## src/rtl/multi_edge_detect_if.sv

```systemverilog
// multi_edge_detect_if: channel inputs, mode/enable/clear controls and
// status outputs of the multi-channel edge detector, bundled as one port.
// master: the controlling side (drives pins and controls, reads status).
// slave:  the edge detector itself.
interface multi_edge_detect_if #(
  parameter int CH = 8
);
  logic [CH-1:0]   din;
  logic [2*CH-1:0] mode;
  logic [CH-1:0]   irq_en;
  logic [CH-1:0]   clr;
  logic [CH-1:0]   level_o;
  logic [CH-1:0]   rise_o;
  logic [CH-1:0]   fall_o;
  logic [CH-1:0]   event_o;
  logic [CH-1:0]   pending_o;
  logic            irq_o;

  modport master (
    output din, mode, irq_en, clr,
    input  level_o, rise_o, fall_o, event_o, pending_o, irq_o
  );

  modport slave (
    input  din, mode, irq_en, clr,
    output level_o, rise_o, fall_o, event_o, pending_o, irq_o
  );
endinterface

```

## src/rtl/multi_edge_detect.sv

```systemverilog
// multi_edge_detect: CH-channel edge detector for asynchronous pins.
// Each channel is synchronised, optionally glitch filtered, and produces
// rise/fall pulses, mode-qualified event pulses and a sticky pending flag.
// The OR of enabled pending flags drives a registered interrupt.
// Compile-time option: define MULTI_EDGE_FILTER_EN to build the per-channel
// glitch filter (FILTER_CYCLES honoured); otherwise the accepted level is
// the synchroniser output directly.
module multi_edge_detect #(
  parameter int CH            = 8,
  parameter int SYNC_STAGES   = 2,
  parameter int FILTER_CYCLES = 4
) (
  input logic                clk,
  input logic                rst,
  multi_edge_detect_if.slave bus
);
  localparam int PRIME_W = $clog2(SYNC_STAGES + 1);
`ifdef MULTI_EDGE_FILTER_EN
  localparam int CNT_W = (FILTER_CYCLES > 1) ? $clog2(FILTER_CYCLES) : 1;
`endif

  logic [CH-1:0]      sync_s;
  logic [CH-1:0]      level;
  logic [CH-1:0]      level_d_reg;
  logic [PRIME_W-1:0] prime_cnt_reg;
  logic               primed_reg;
  logic               prime_now;
  logic [CH-1:0]      mode_rise;
  logic [CH-1:0]      mode_fall;
  logic [CH-1:0]      rise_next;
  logic [CH-1:0]      fall_next;
  logic [CH-1:0]      event_next;
  logic [CH-1:0]      pending_next;
  logic [CH-1:0]      rise_reg;
  logic [CH-1:0]      fall_reg;
  logic [CH-1:0]      event_reg;
  logic [CH-1:0]      pending_reg;
  logic               irq_reg;

  // The synchroniser chain is full once SYNC_STAGES edges have passed after
  // reset; the following edge loads the levels without generating pulses.
  assign prime_now = !primed_reg && (prime_cnt_reg == PRIME_W'(SYNC_STAGES));

  // Count synchroniser fill time after reset, then mark the block primed
  always_ff @(posedge clk) begin
    if (rst) begin
      prime_cnt_reg <= '0;
      primed_reg    <= 1'b0;
    end else if (prime_now) begin
      primed_reg <= 1'b1;
    end else if (!primed_reg) begin
      prime_cnt_reg <= prime_cnt_reg + PRIME_W'(1);
    end
  end

  genvar gi;
  generate
    // Parameter combinations outside the supported range are left unbuilt
    // here; they are rejected at integration review.
    if (SYNC_STAGES < 2 || FILTER_CYCLES < 1 || CH < 1 || CH > 32) begin : g_unsupported_params
    end

    for (gi = 0; gi < CH; gi++) begin : g_ch
      logic [SYNC_STAGES-1:0] sync_reg;

      // Shift the asynchronous pin through the synchroniser chain
      always_ff @(posedge clk) begin
        if (rst) begin
          sync_reg <= '0;
        end else begin
          sync_reg <= {sync_reg[SYNC_STAGES-2:0], bus.din[gi]};
        end
      end

      assign sync_s[gi]    = sync_reg[SYNC_STAGES-1];
      assign mode_rise[gi] = bus.mode[2*gi];
      assign mode_fall[gi] = bus.mode[2*gi+1];

`ifdef MULTI_EDGE_FILTER_EN
      logic [CNT_W-1:0] cnt_reg;
      logic             level_reg;

      // Accept a new level only after it has differed for FILTER_CYCLES
      // consecutive edges; any edge agreeing with the level discards the run
      always_ff @(posedge clk) begin
        if (rst) begin
          cnt_reg   <= '0;
          level_reg <= 1'b0;
        end else if (!primed_reg) begin
          cnt_reg <= '0;
          if (prime_now) begin
            level_reg <= sync_s[gi];
          end
        end else if (sync_s[gi] != level_reg) begin
          if (cnt_reg == CNT_W'(FILTER_CYCLES - 1)) begin
            level_reg <= sync_s[gi];
            cnt_reg   <= '0;
          end else begin
            cnt_reg <= cnt_reg + CNT_W'(1);
          end
        end else begin
          cnt_reg <= '0;
        end
      end

      assign level[gi] = level_reg;
`else
      assign level[gi] = sync_s[gi];
`endif
    end
  endgenerate

  // Detect level transitions against last cycle's level; nothing fires
  // until primed so the initial pin state never looks like an edge
  always_comb begin
    rise_next    = {CH{primed_reg}} & level & ~level_d_reg;
    fall_next    = {CH{primed_reg}} & ~level & level_d_reg;
    event_next   = (rise_next & mode_rise) | (fall_next & mode_fall);
    // A new event outranks a clear strobe arriving on the same edge
    pending_next = event_next | (pending_reg & ~bus.clr);
  end

  // Register pulses, sticky pending flags and the interrupt
  always_ff @(posedge clk) begin
    if (rst) begin
      level_d_reg <= '0;
      rise_reg    <= '0;
      fall_reg    <= '0;
      event_reg   <= '0;
      pending_reg <= '0;
      irq_reg     <= 1'b0;
    end else begin
      // At the priming edge the filtered level is not yet loaded, so seed
      // the history directly from the synchroniser
      level_d_reg <= prime_now ? sync_s : level;
      rise_reg    <= rise_next;
      fall_reg    <= fall_next;
      event_reg   <= event_next;
      pending_reg <= pending_next;
      irq_reg     <= |(pending_reg & bus.irq_en);
    end
  end

  assign bus.level_o   = level;
  assign bus.rise_o    = rise_reg;
  assign bus.fall_o    = fall_reg;
  assign bus.event_o   = event_reg;
  assign bus.pending_o = pending_reg;
  assign bus.irq_o     = irq_reg;
endmodule

```

## src/flat_wrapper.sv

```systemverilog
// flat-port wrapper written by rule: the top's interface ports become plain ports
module multi_edge_detect_flat 
#(
  parameter int CH            = 8,
  parameter int SYNC_STAGES   = 2,
  parameter int FILTER_CYCLES = 4
)
  (clk, rst, bus_din, bus_mode, bus_irq_en, bus_clr, bus_level_o, bus_rise_o, bus_fall_o, bus_event_o, bus_pending_o, bus_irq_o);
  multi_edge_detect_if #(.CH(CH)) bus_i ();
  input logic clk;
  input logic rst;
  input wire logic [$bits(bus_i.din)-1:0] bus_din;
  input wire logic [$bits(bus_i.mode)-1:0] bus_mode;
  input wire logic [$bits(bus_i.irq_en)-1:0] bus_irq_en;
  input wire logic [$bits(bus_i.clr)-1:0] bus_clr;
  output wire logic [$bits(bus_i.level_o)-1:0] bus_level_o;
  output wire logic [$bits(bus_i.rise_o)-1:0] bus_rise_o;
  output wire logic [$bits(bus_i.fall_o)-1:0] bus_fall_o;
  output wire logic [$bits(bus_i.event_o)-1:0] bus_event_o;
  output wire logic [$bits(bus_i.pending_o)-1:0] bus_pending_o;
  output wire logic [$bits(bus_i.irq_o)-1:0] bus_irq_o;
  assign bus_i.din = bus_din;
  assign bus_i.mode = bus_mode;
  assign bus_i.irq_en = bus_irq_en;
  assign bus_i.clr = bus_clr;
  assign bus_level_o = bus_i.level_o;
  assign bus_rise_o = bus_i.rise_o;
  assign bus_fall_o = bus_i.fall_o;
  assign bus_event_o = bus_i.event_o;
  assign bus_pending_o = bus_i.pending_o;
  assign bus_irq_o = bus_i.irq_o;
  multi_edge_detect #(.CH(CH), .SYNC_STAGES(SYNC_STAGES), .FILTER_CYCLES(FILTER_CYCLES)) u_core (.clk(clk), .rst(rst), .bus(bus_i));
endmodule
```

## config.mk

```make
export PLATFORM = sky130hd
export DESIGN_NAME = multi_edge_detect_flat
export DESIGN_NICKNAME = d
export VERILOG_FILES = /design/src/rtl/multi_edge_detect_if.sv /design/src/rtl/multi_edge_detect.sv /design/src/flat_wrapper.sv
export SDC_FILE = /design/constraint.sdc
export NUM_CORES = 1
export LEC_CHECK = 0
export ABC_AREA = 0
export CORE_MARGIN = 2
export CORE_UTILIZATION = 25
export CTS_CLUSTER_SIZE = 24
export DETAILED_ROUTE_END_ITERATION = 10
export PLACE_DENSITY = 0.52
export SKIP_LAST_GASP = 1
export SLEW_MARGIN = 20
export SYNTH_ARGS = -nofsm -noshare
export SYNTH_HDL_FRONTEND = slang
export SYNTH_SLANG_ARGS = --single-unit
```

## constraint.sdc

```tcl
create_clock -name clk -period 1 [get_ports clk]
set_input_delay 0.2 -clock clk [delete_from_list [all_inputs] [get_ports clk]]
set_output_delay 0.2 -clock clk [all_outputs]
set_load 0.05 [all_outputs]
```

==> metrics.txt, run 1 <==
status finished with violations; violated checks setup timing; Pleak 1.530 nW; metal3 WL 326 µm; chip height 93.93 µm; wirelength, routed around 4800 µm; Max Fclk 883.0 MHz; design area 3882 µm²; CORE AREA 7767 µm²; worst-path fanout max 6; CTS tree yes; critical path launch point u_core.g_ch[3].sync_reg[1]; Reg2Reg Setup Slack 0 ns; Fillers roughly 700; largest area contributor in the netlist dfxtp_1; via/cell ratio 4.015; Slew Viols, Final 0; DRC 0; peak supply drop about 0.74 mV; utilization after layout roughly half; I/O pins between 80 and 90; #FFs+latches synth 60; clk buf depth 2; Initial DRT Pass Iterations 4; Worst Tran Pin Value ~0.24 ns; most frequent cells in the layout buf_12, clkdlybuf4s50_1, dfxtp_2; initial DRC count 20; worst skew pair latency between 0.3 and 0.4 ns; CP endpoint kind output port; wl on met1 2091 µm; RR Startpoint u_core.prime_cnt_reg[0]; Cell Area, Placed around 3400 µm²; Synth top area share 59.41%; critical path required time 0.80 ns; Setup crit start kind flip-flop; IO Port Bufs 82; vias in the first global route 1,638; Clock Sink Count 60; minimum clock period between 1 and 1.5 ns; layout cells sized above 1 between 50% and 60%; clock-pin transition on the worst setup and hold timing paths 0.06 ns; routed via count 1,570; Root Buffer clkbuf_8; HP Start bus_din[0]; routed wl met2 about 2300 µm; Avg Cell Area, Syn approximately 12 µm²; CP Class reg2out; Layout area overhead 92.02%; RSZ-0062 raised after global routing true; first-pass GRT wire length 7672 µm; # hold bufs at CTS 0; final total power 5.452 mW; Antenna Nets Post-Route 0; initial antenna violation count 0; most common cell after layout, fill and taps aside buf_12; Worst Skew approximately 0.0044 ns; full die area 8823 µm²; die boundary width between 90 and 100 µm; Synth cell types 20; final hold vios 0; max FFs per register 16; highest metal used met4; syn nets approximately 210; # diodes 0; Mapped Cells 169; # nets final 331; largest net degree at the start of global routing 32; Starting Density 26.03%; pwr/cell area 1404 nW/µm²; WL/cell roughly 12 µm; HP Class in2reg; top post-synthesis cells by area dfxtp_1, nor2b_1, nand3b_1; placer congestion estimate 0.7135; final setup vio count 20; Ys Warns 0; H-Tree Level Count 3; Total GRT Usage 11.78%; # rows 32; dpl hpwl 3295 µm; total grt overflow 0; final worst slack -0.1325 ns; Post-Syn Area 2022 µm²; Crit path largest cell delay 0.36 ns; Worst EP arrival 0.93 ns; critical path's slowest cell dfxtp_4; Max-cap violations 0; crit-path cells buf_6, buf_12; Seq/Total Area, Yosys 59.41%; relative slew slack 84.14%; CTS buffer count 9; final worst path period share 113.3%
what timing repair did:
| action | CTS | global route |
|---|---|---|
| setup buffers | 18 | 5 |
| resized for setup | 52 | 17 |
| setup endpoints to repair | 72 | 58 |
| gates cloned | 1 | 0 |
| pin swaps | 2 | 7 |
final timing paths:
check / cells after the start / to
hold / removal: 2 / u_core.g_ch[0].sync_reg[0]
setup reg to reg: 5 / u_core.prime_cnt_reg[1]
setup / recovery: 2 / bus_level_o[3]
hold reg to reg: 1 / u_core.g_ch[2].sync_reg[1]
critical path, delay by kind of cell, from the launching register on:
kind	cells	cell delay, ns
buf+inv	2	0.25
flops	1	0.36
where the power goes:
part           switching, mW  total (mW)  internal, mW
registers             0.0924        2.59          2.50
clock network          0.801        1.71         0.912
logic                  0.468        1.15         0.677
synth_stat cells:
cell / number
a21oi_4: 4
clkbuf_1: 3
a21o_1: 8
buf_4: 8
inv_1: 1
buf_12: 1
nor2_1: 12
nand3b_1: 16
nor2b_1: 24
ha_1: 1
buf_6: 3
a41oi_1: 1
nor3b_1: 10
a21oi_1: 4
nand2b_4: 1
a22oi_1: 4
dfxtp_1: 60
xnor2_1: 1
a211oi_1: 1
nor3b_2: 6
kinds of logic after synthesis:
logic type                 share of synthesized area [%]
buffers and inverters                              6.374
AOI/OAI and AO/OA                                  9.468
and+or+nand+nor                                    23.70
adders and majority gates                         0.6187
xor gates and xnor gates                          0.4332
DFF                                                59.41
final cells by class:
type / count / area, µm² / area share [%]
timing repair buffer: 122 / 1569 / 40.41
multi-input combinational: 94 / 757.0 / 19.50
clock buffer: 12 / 145.1 / 3.738
inverter: 1 / 3.754 / 0.09668
tap: 102 / 127.6 / 3.287
sequential: 60 / 1280 / 32.97
metal layers:
layer | up-vias | track usage (%)
met5 | - | 0
met4 | 0 | 6.522
met3 | 8 | 4.013
met2 | 49 | 18.39
met1 | 715 | 14.15
li1 | 798 | -
through the flow:
stage | std cells | TNS, ns | hold WS [ns] | worst slack (ns)
final | 391 | -0.6973 | 0.4220 | -0.1325
after global routing | 391 | -1.946 | 0.4257 | -0.1691
after CTS | 387 | -1.370 | 0.4112 | -0.1465
after detailed placement | 359 | -20.03 | 0.4260 | -0.4481
after global placement | 359 | -18.07 | 0.4171 | -0.4111
after floorplan | 169 | 0 | 0.3282 | 0.0009513
No activity file was read; power rests on OpenSTA's default activity.
==> run 2, diff against run 1 <==
CTS_CLUSTER_DIAMETER = 150   (was unset)
==> results of run 2 <==
No change in the layout: final DEF, timing and power equal those of run 1.
==> run 3, diff against run 2 <==
--- a/config.mk
+++ b/config.mk
@@ -13,2 +13,3 @@
 export DETAILED_ROUTE_END_ITERATION = 10
+export GPL_TIMING_DRIVEN = 0
 export PLACE_DENSITY = 0.52
==> constraint.sdc (replaced) <==
create_clock -name clk -period 1 [get_ports clk]
set_input_delay 0.1 -clock clk [delete_from_list [all_inputs] [get_ports clk]]
set_output_delay 0.1 -clock clk [all_outputs]
set_load 0.05 [all_outputs]
==> metrics.txt, run 3 (synthesis results as in run 1) <==
worst-path fanout max 2; Layout area overhead 63.99%; clk buf depth 2; critical path launch point u_core.g_ch[5].sync_reg[1]; first-pass GRT wire length 7583 µm; I/O pins between 80 and 90; violated checks setup timing; vias in the first global route 1,462; dpl hpwl between 3000 and 4000 µm; critical path required time 0.90 ns; Finished Layout Cells about 380; Antenna Nets Post-Route 0; HP Class in2reg; Worst Tran Pin Value about 0.57 ns; Max-cap violations 0; Pleak 1.342 nW; area occupied by registers 1241 µm²; Initial DRT Pass Iterations 2; CTS buffer count 9; final setup vio count 5; most common cell after layout, fill and taps aside dfxtp_1; full die area 8823 µm²; WL/cell 13.30 µm; wirelength, routed 5013 µm; final worst path period share 101.9%; area of the multi-input gates 744.5 µm²; CORE AREA 7767 µm²; Setup WS pre-CTS -0.4478 ns; FF-to-FF End u_core.prime_cnt_reg[0]; initial antenna violation count 0; Fillers 784; IO Port Bufs 81; Setup crit start kind flip-flop; initial DRC count 25; status finished with violations; die boundary width between 90 and 100 µm; layout cells sized above 1 42.18%; relative slew slack 61.78%; worst skew pair latency 0.33 ns; chip height 93.93 µm; CP endpoint kind output port; clock-pin transition on the worst setup and hold timing paths 0.06 ns; RR Startpoint u_core.prime_cnt_reg[0]; Cell Area, Placed 2973 µm²; pwr/cell area 1650 nW/µm²; largest net degree at the start of global routing 11; CP Class reg2out; DRC 0; Total GRT Usage 11.82%; # diodes 0; Starting Density between 20% and 30%; # rows 32; # nets final 314; RSZ-0062 raised after global routing true; Max Fclk 981.3 MHz; Clock Sink Count 60; final setup TNS -0.08160 ns; peak supply drop 0.6242 mV; routed via count 1,518; Slew Viols, Final 0; Inst Count DP 352; Worst EP arrival roughly 0.9 ns; minimum clock period roughly 1.0 ns; max FFs per register 16; design area 3316 µm²; Reg2Reg Setup Slack 0 ns; most frequent cells in the layout dfxtp_1, clkdlybuf4s50_1, buf_4; total grt overflow 0; final hold slack around 0.11 ns; H-Tree Level Count 3; Root Buffer clkbuf_8; reg2reg path depth 5; Worst Skew between 0.007 and 0.008 ns; CTS tree yes; placer congestion estimate 0.6985; via/cell ratio 4.027; final worst slack -0.01908 ns; final hold vios 0; worst setup path endpoint bus_level_o[5]
==> run 3: metrics by stage <==
step / util [%] / power (mW)
final: 42.69 / 5.470
after global routing: 42.69 / 5.732
after CTS: 41.11 / 5.399
after detailed placement: 38.27 / 3.412
after global placement: 38.27 / 3.402
after floorplan: - / 3.088
==> run 3: final cells by class <==
cell class / count / area share (%)
buffer: 11 / 3.321
tap: 102 / 3.849
timing repair buffer: 95 / 27.74
clock buffer: 13 / 4.792
inverter: 1 / 0.1132
clock inverter: 2 / 0.3019
sequential: 60 / 37.43
multi-input combinational: 93 / 22.45
==> run 3: worst max-delay path: stages (launching register included) <==
cell and delay [ns]:
dfxtp_4 0.35, buf_6 0.11, buf_8 0.14
==> run 3: worst min-delay path by stage <==
| stage | from | endpoint | slack [ns] | cells after the start |
|---|---|---|---|---|
| final | rst | u_core.bus.pending_o[2] | 0.11 | 3 |
| after global routing | rst | u_core.bus.pending_o[7] | 0.12 | 3 |
| after CTS | rst | u_core.bus.pending_o[7] | 0.10 | 3 |
| after detailed placement | u_core.g_ch[2].sync_reg[0] | u_core.g_ch[2].sync_reg[1] | 0.42 | 1 |
| after global placement | u_core.g_ch[0].sync_reg[0] | u_core.g_ch[0].sync_reg[1] | 0.42 | 1 |
| after floorplan | bus_din[0] | u_core.g_ch[0].sync_reg[0] | 0.23 | 1 |
==> run 3: where the power goes <==
part	internal (mW)	switching, mW	total [mW]
Clock	1.01	0.865	1.88
Sequential	2.50	0.0732	2.58
Combinational	0.544	0.471	1.02
Total	4.06	1.41	5.47
==> run 3: layer usage <==
layer / track usage, % / vias to the layer above / wire length [µm]
li1: - / 765 / -
met1: 15.05 / 694 / 2280
met2: 17.86 / 49 / 2307
met3: 3.692 / 10 / 315
met4: 6.159 / 0 / 109
met5: 0 / - / 0
==> run 3: timing repair <==
item                                   4_1_cts  5_1_grt
setup endpoints to repair                   51       36
gates resized for setup                    276       30
hold buffers                                 0        0
endpoints found under the hold margin        0        0
pin swaps                                    2       10
buffers inserted                             7        7
gates cloned                                 1        0
==> edit 1 (flow settings as in run 1) <==
`CH` is set to 8 in 3 places; all go to 9.
--- a/src/rtl/multi_edge_detect_if.sv
+++ b/src/rtl/multi_edge_detect_if.sv
@@ -3,7 +3,7 @@
 // master: the controlling side (drives pins and controls, reads status).
 // slave:  the edge detector itself.
 interface multi_edge_detect_if #(
-  parameter int CH = 8
+  parameter int CH = 9
 );
   logic [CH-1:0]   din;
   logic [2*CH-1:0] mode;
--- a/src/rtl/multi_edge_detect.sv
+++ b/src/rtl/multi_edge_detect.sv
@@ -6,7 +6,7 @@
 // glitch filter (FILTER_CYCLES honoured); otherwise the accepted level is
 // the synchroniser output directly.
 module multi_edge_detect #(
-  parameter int CH            = 8,
+  parameter int CH            = 9,
   parameter int SYNC_STAGES   = 2,
   parameter int FILTER_CYCLES = 4
 ) (
--- a/src/flat_wrapper.sv
+++ b/src/flat_wrapper.sv
@@ -1,7 +1,7 @@
 // flat-port wrapper written by rule: the top's interface ports become plain ports
 module multi_edge_detect_flat 
 #(
-  parameter int CH            = 8,
+  parameter int CH            = 9,
   parameter int SYNC_STAGES   = 2,
   parameter int FILTER_CYCLES = 4
 )
Interface: changed (9 resized); port bits go from 83 to 93. No check against the original RTL was run, so the function may have changed too.
==> edit 1 against run 1 <==
The run still ends with setup timing left; final cell count up 8.4%; register-to-register slack worse by 30 ps; routed wire length grew 10%; area after synthesis rose by 6.9%; worst setup slack better by 13 ps; fmax increased by 1.1%; cell area up 9.2%; total power rose by 14%; sequential power up 11%; global-route usage rose by 0.33 points; sequential cell count is 7 higher; highest routed layer unchanged.
==> edit 1: results (changes against run 1) <==
Status
  • Outcome: complete, but fails checks
  • Failing checks: setup timing

Synth
  • Top post-synthesis cells by area: dfxtp_1 (62%), nor2b_1 (7.8%), nand3b_1 (6.3%)
  • Register area share after synthesis: 0.6207 (+0.02667)
  • Synth unique cells: 21 (+5.0%)
  • Async SR Flop Fraction: 0 (unchanged)
  • Synthesized Nets: 235 (+11%)
  • Synth top cells by count: dfxtp_1 (67), nor2b_1 (27), nand3b_1 (18), nor3b_1 (18), nor2_1 (13)

Worst hold path
  • HP Start: rst

Final layout
  • Final layout net count: 362 (+9.4%)
  • Max reg flops: 18 (+2)
  • Layout cells sized above 1: 0.5235 (-0.01628)

GRT
  • GRT Overall Usage: 0.1212 (+0.003345)
  • Vias in the first global route: 1776 (+8.4%)
  • Pin count of the biggest net entering global routing: 19 (-41%)

STA
  • Setup TNS: -1493 ps (-795.7 ps)
  • Final setup viols: 47 (+140%)
  • Clock skew: 5.979 ps (+1.564 ps)
  • Worst Setup Slack, final: -119.8 ps (+12.70 ps)
  • Worst slew margin relative to its limit: 0.8282 (-0.01318)

Worst setup path
  • Crit Reg-Reg Startpoint: u_core.bus.pending_o[0]
  • Critical Path Source: u_core.g_ch[5].sync_reg[1]
  • Reg2Reg Setup Slack: -30 ps (-30 ps)
  • Worst Path Max Fanout: 2 (-4)

Place
  • Post-DP HPWL: 3819 um (+16%)
  • DP Worst Slack: -334.8 ps (+113.3 ps)
  • GPL Wtd Cong: 0.6930 (-2.9%)

Power and ir drop
  • Leak pwr: 0.001708 uW (+12%)

Routing
  • WL per Instance: 12.50 um (+1.5%)
  • Detail-routed via count per cell: 4.052 (+0.91%)
[edit 1: changes by cell type in the layout (fill, tap and decap cells not counted), sizes merged, moves of 2 or more]
cell,delta
nor3b,+2
a22oi,-3
nand3b,+2
dfxtp,+7
clkbuf,-2
buf,+6
clkinv,+5
nor2b,+3
clkdlybuf4s50,+5
[edit 1: report_power, final]
| group | internal (uW) | total, uW | leakage (uW) | switching, uW |
|---|---|---|---|---|
| Clock | 1200 | 2190 | 0.000106 | 995 |
| Sequential | 2790 | 2870 | 0.000570 | 87.5 |
| Combinational | 658 | 1130 | 0.00103 | 472 |
| Total | 4640 | 6200 | 0.00171 | 1550 |
[edit 1: repair_timing]
action,CTS,global route
hold buffers,0,0
setup endpoints to repair,55,59
gates resized for setup,59,12
pin swaps,3,10
buffers inserted,20,1
[edit 1: worst max-delay path, stage by stage, from the launching register on]
cell and delay, ps:
dfxtp_2 330, buf_6 120, buf_12 140
[edit 1: layout make-up]
class                      count  area [um2]  area share
clock buffer                  10       137.6     0.03248
clock inverter                 6       55.05     0.01299
inverter                       1       3.754   0.0008857
multi-input combinational    103       772.0      0.1822
sequential                    67        1416      0.3342
tap                          105       131.4     0.03100
timing repair buffer         132        1722      0.4063
[edit 1: final timing paths]
check,to,cells past startpoint
worst min-delay path,u_core.primed_reg,3
worst max register to register,u_core.bus.irq_o,3
worst max-delay path,bus_level_o[5],2
worst min register to register,u_core.g_ch[1].sync_reg[1],1
[edit 1: kinds of logic (layout without fill, tap and decap cells)]
group,Yosys count,in the layout,share of synthesized area
adders and majority gates,1,1,0.005789
xor gates and xnor gates,1,1,0.004054
AOI/OAI and AO/OA,24,24,0.08512
and+or+nand+nor,77,77,0.2287
DFF,67,67,0.6207
buffers and inverters,17,149,0.05558
[edit 1: routing by layer]
| metal | share of wire | GRT usage | vias to the layer above |
|---|---|---|---|
| li1 | - | - | 878 |
| met1 | 0.46 | 0.1541 | 769 |
| met2 | 0.45 | 0.1811 | 59 |
| met3 | 0.065 | 0.04697 | 12 |
| met4 | 0.019 | 0.05525 | 0 |
| met5 | 0 | 0 | - |
[edit 1: stage by stage]
| step | hold slack, ps | instances | instance area (um2) |
|---|---|---|---|
| 2_1_floorplan | 328.2 | 187 | 2183 |
| 3_3_place_gp | 418.4 | 392 | 3755 |
| 3_5_place_dp | 423.1 | 392 | 3755 |
| 4_1_cts | 267.4 | 424 | 4185 |
| 5_1_grt | 287.9 | 424 | 4238 |
| 6_report | 285.7 | 424 | 4238 |
==> edit 2 (config.mk and constraints of run 1) <==
Made on the original files. Take the reset off `pending_reg` and load it in a clocked block of its own.
--- a/src/rtl/multi_edge_detect.sv
+++ b/src/rtl/multi_edge_detect.sv
@@ -127,7 +127,6 @@
       rise_reg    <= '0;
       fall_reg    <= '0;
       event_reg   <= '0;
-      pending_reg <= '0;
       irq_reg     <= 1'b0;
     end else begin
       // At the priming edge the filtered level is not yet loaded, so seed
@@ -136,9 +135,12 @@
       rise_reg    <= rise_next;
       fall_reg    <= fall_next;
       event_reg   <= event_next;
-      pending_reg <= pending_next;
       irq_reg     <= |(pending_reg & bus.irq_en);
     end
+  end
+
+  always_ff @(posedge clk) begin
+    pending_reg <= pending_next;
   end
 
   assign bus.level_o   = level;
Function: differs if rst is asserted again (counterexample within 10 cycles, from zero or initial values and one cycle with rst high); with rst held inactive, the same outputs for 10 cycles.
==> edit 2 against run 1 <==
The run still ends with setup timing left; worst setup slack better by 16 ps; sequential cell count unchanged; sequential power grew 2%; area after synthesis shrank 0.31%; total power is 16% higher; final cell count up 4.3%; via count is 4.3% higher; critical path type unchanged; routed wire length up 15%; first-iteration DRC count up 140%; largest power group unchanged; worst hold slack got worse by 13 ps; cell area grew 4.2%.
==> edit 2: results (changes against run 1) <==
Routing
  • Detail-routed via count per cell: 4.015 (about the same)
  • Detailed router's first-iteration violation count: 47 (+140%)
  • Final wirelength: 5541 um (+15%)
  • Post-Route M1 WL: 2414 um (+15%)
  • Met3 WL: 325 um (-0.31%)
  • Drt pass-1 iters: 3 (-1)

Synth
  • Synth top cells by count: dfxtp_1 (60), nor2b_1 (24), and3b_1 (16), o21ai_0 (16), nor2_1 (12)
  • Synth Area in Compound Gates: 0.06269 (-0.03198)
  • Synth Area in Adders: 0.006207 (+0.00001921)
  • Synth Area in XOR/XNOR: 0.004345 (+0.00001344)
  • Synthesized Nets: 219 (+3.3%)
  • Synth unique cells: 18 (-10%)
  • Register area share after synthesis: 0.5959 (+0.001844)

Final layout
  • Non-clock buffer contribution to total cell area: 0.4001 (-0.004001)
  • Multi-input gate area: 783.3 um2 (+3.5%)
  • Final layout net count: 344 (+3.9%)
  • Non-clock inverters: 9 (+8)
  • Filler cell count: 706 (+1.6%)
  • # clk buffers: 11 (-1)
  • Non-clock buffer count: 127 (+4.1%)

Power and ir drop
  • Leak pwr: 0.001632 uW (+6.6%)
  • Peak supply drop: 0.5836 mV (-21%)

Status
  • Outcome: complete, but fails checks
  • Failing checks: setup timing

STA
  • Worst Setup Slack, final: -116.6 ps (+15.89 ps)
  • Worst slew margin relative to its limit: 0.8305 (-0.01088)
  • Final setup viols: 32 (+60%)
  • Clock skew: 4.583 ps (+0.1676 ps)

GRT
  • First-pass GRT wire length: 8597 um (+12%)
  • Met3 usage: 0.04093 (+0.0008026)

Worst hold path
  • Hold Crit Endpoint: u_core.bus.pending_o[7]
  • HP Start: bus_clr[7]

Clocking
  • Quantity of gates resized following cts: 51 (-1.9%)

Worst setup path
  • Worst Path Max Fanout: 3 (-3)
  • Critical Path Source: u_core.g_ch[2].sync_reg[1]

Place
  • DP Worst Slack: -317.2 ps (+130.9 ps)
==> edit 2: cell count changes in the layout (fill, tap and decap cells not counted), sizes merged, moves of 3 or more <==
cell | before | now
a21oi | 8 | 0
a21o | 8 | 0
and3b | 0 | 16
inv | 1 | 9
nand3b | 16 | 0
o21ai | 0 | 16
clkinv | 0 | 3
buf | 81 | 86
==> edit 2: critical path, stage by stage, from the launching register on <==
cell and delay, ps:
dfxtp_2 330, buf_6 120, buf_12 140
==> edit 2: power by group through the flow <==
stage / Sequential [uW] / Combinational [uW] / Clock [uW]
after global routing: 2640 / 1410 / 2530
after global placement: 2660 / 1070 / 0
after CTS: 2610 / 1210 / 2440
final: 2630 / 1330 / 2360
after floorplan: 2790 / 364 / 0
after detailed placement: 2670 / 1080 / 0
==> edit 2: through the flow <==
step	cells	area [um2]	hold WS (ps)
floorplan	176	2028	292.8
global placement	371	3473	417.6
detailed placement	371	3473	422.0
CTS	405	3920	401.7
global route	408	4046	408.0
finish	408	4046	409.3
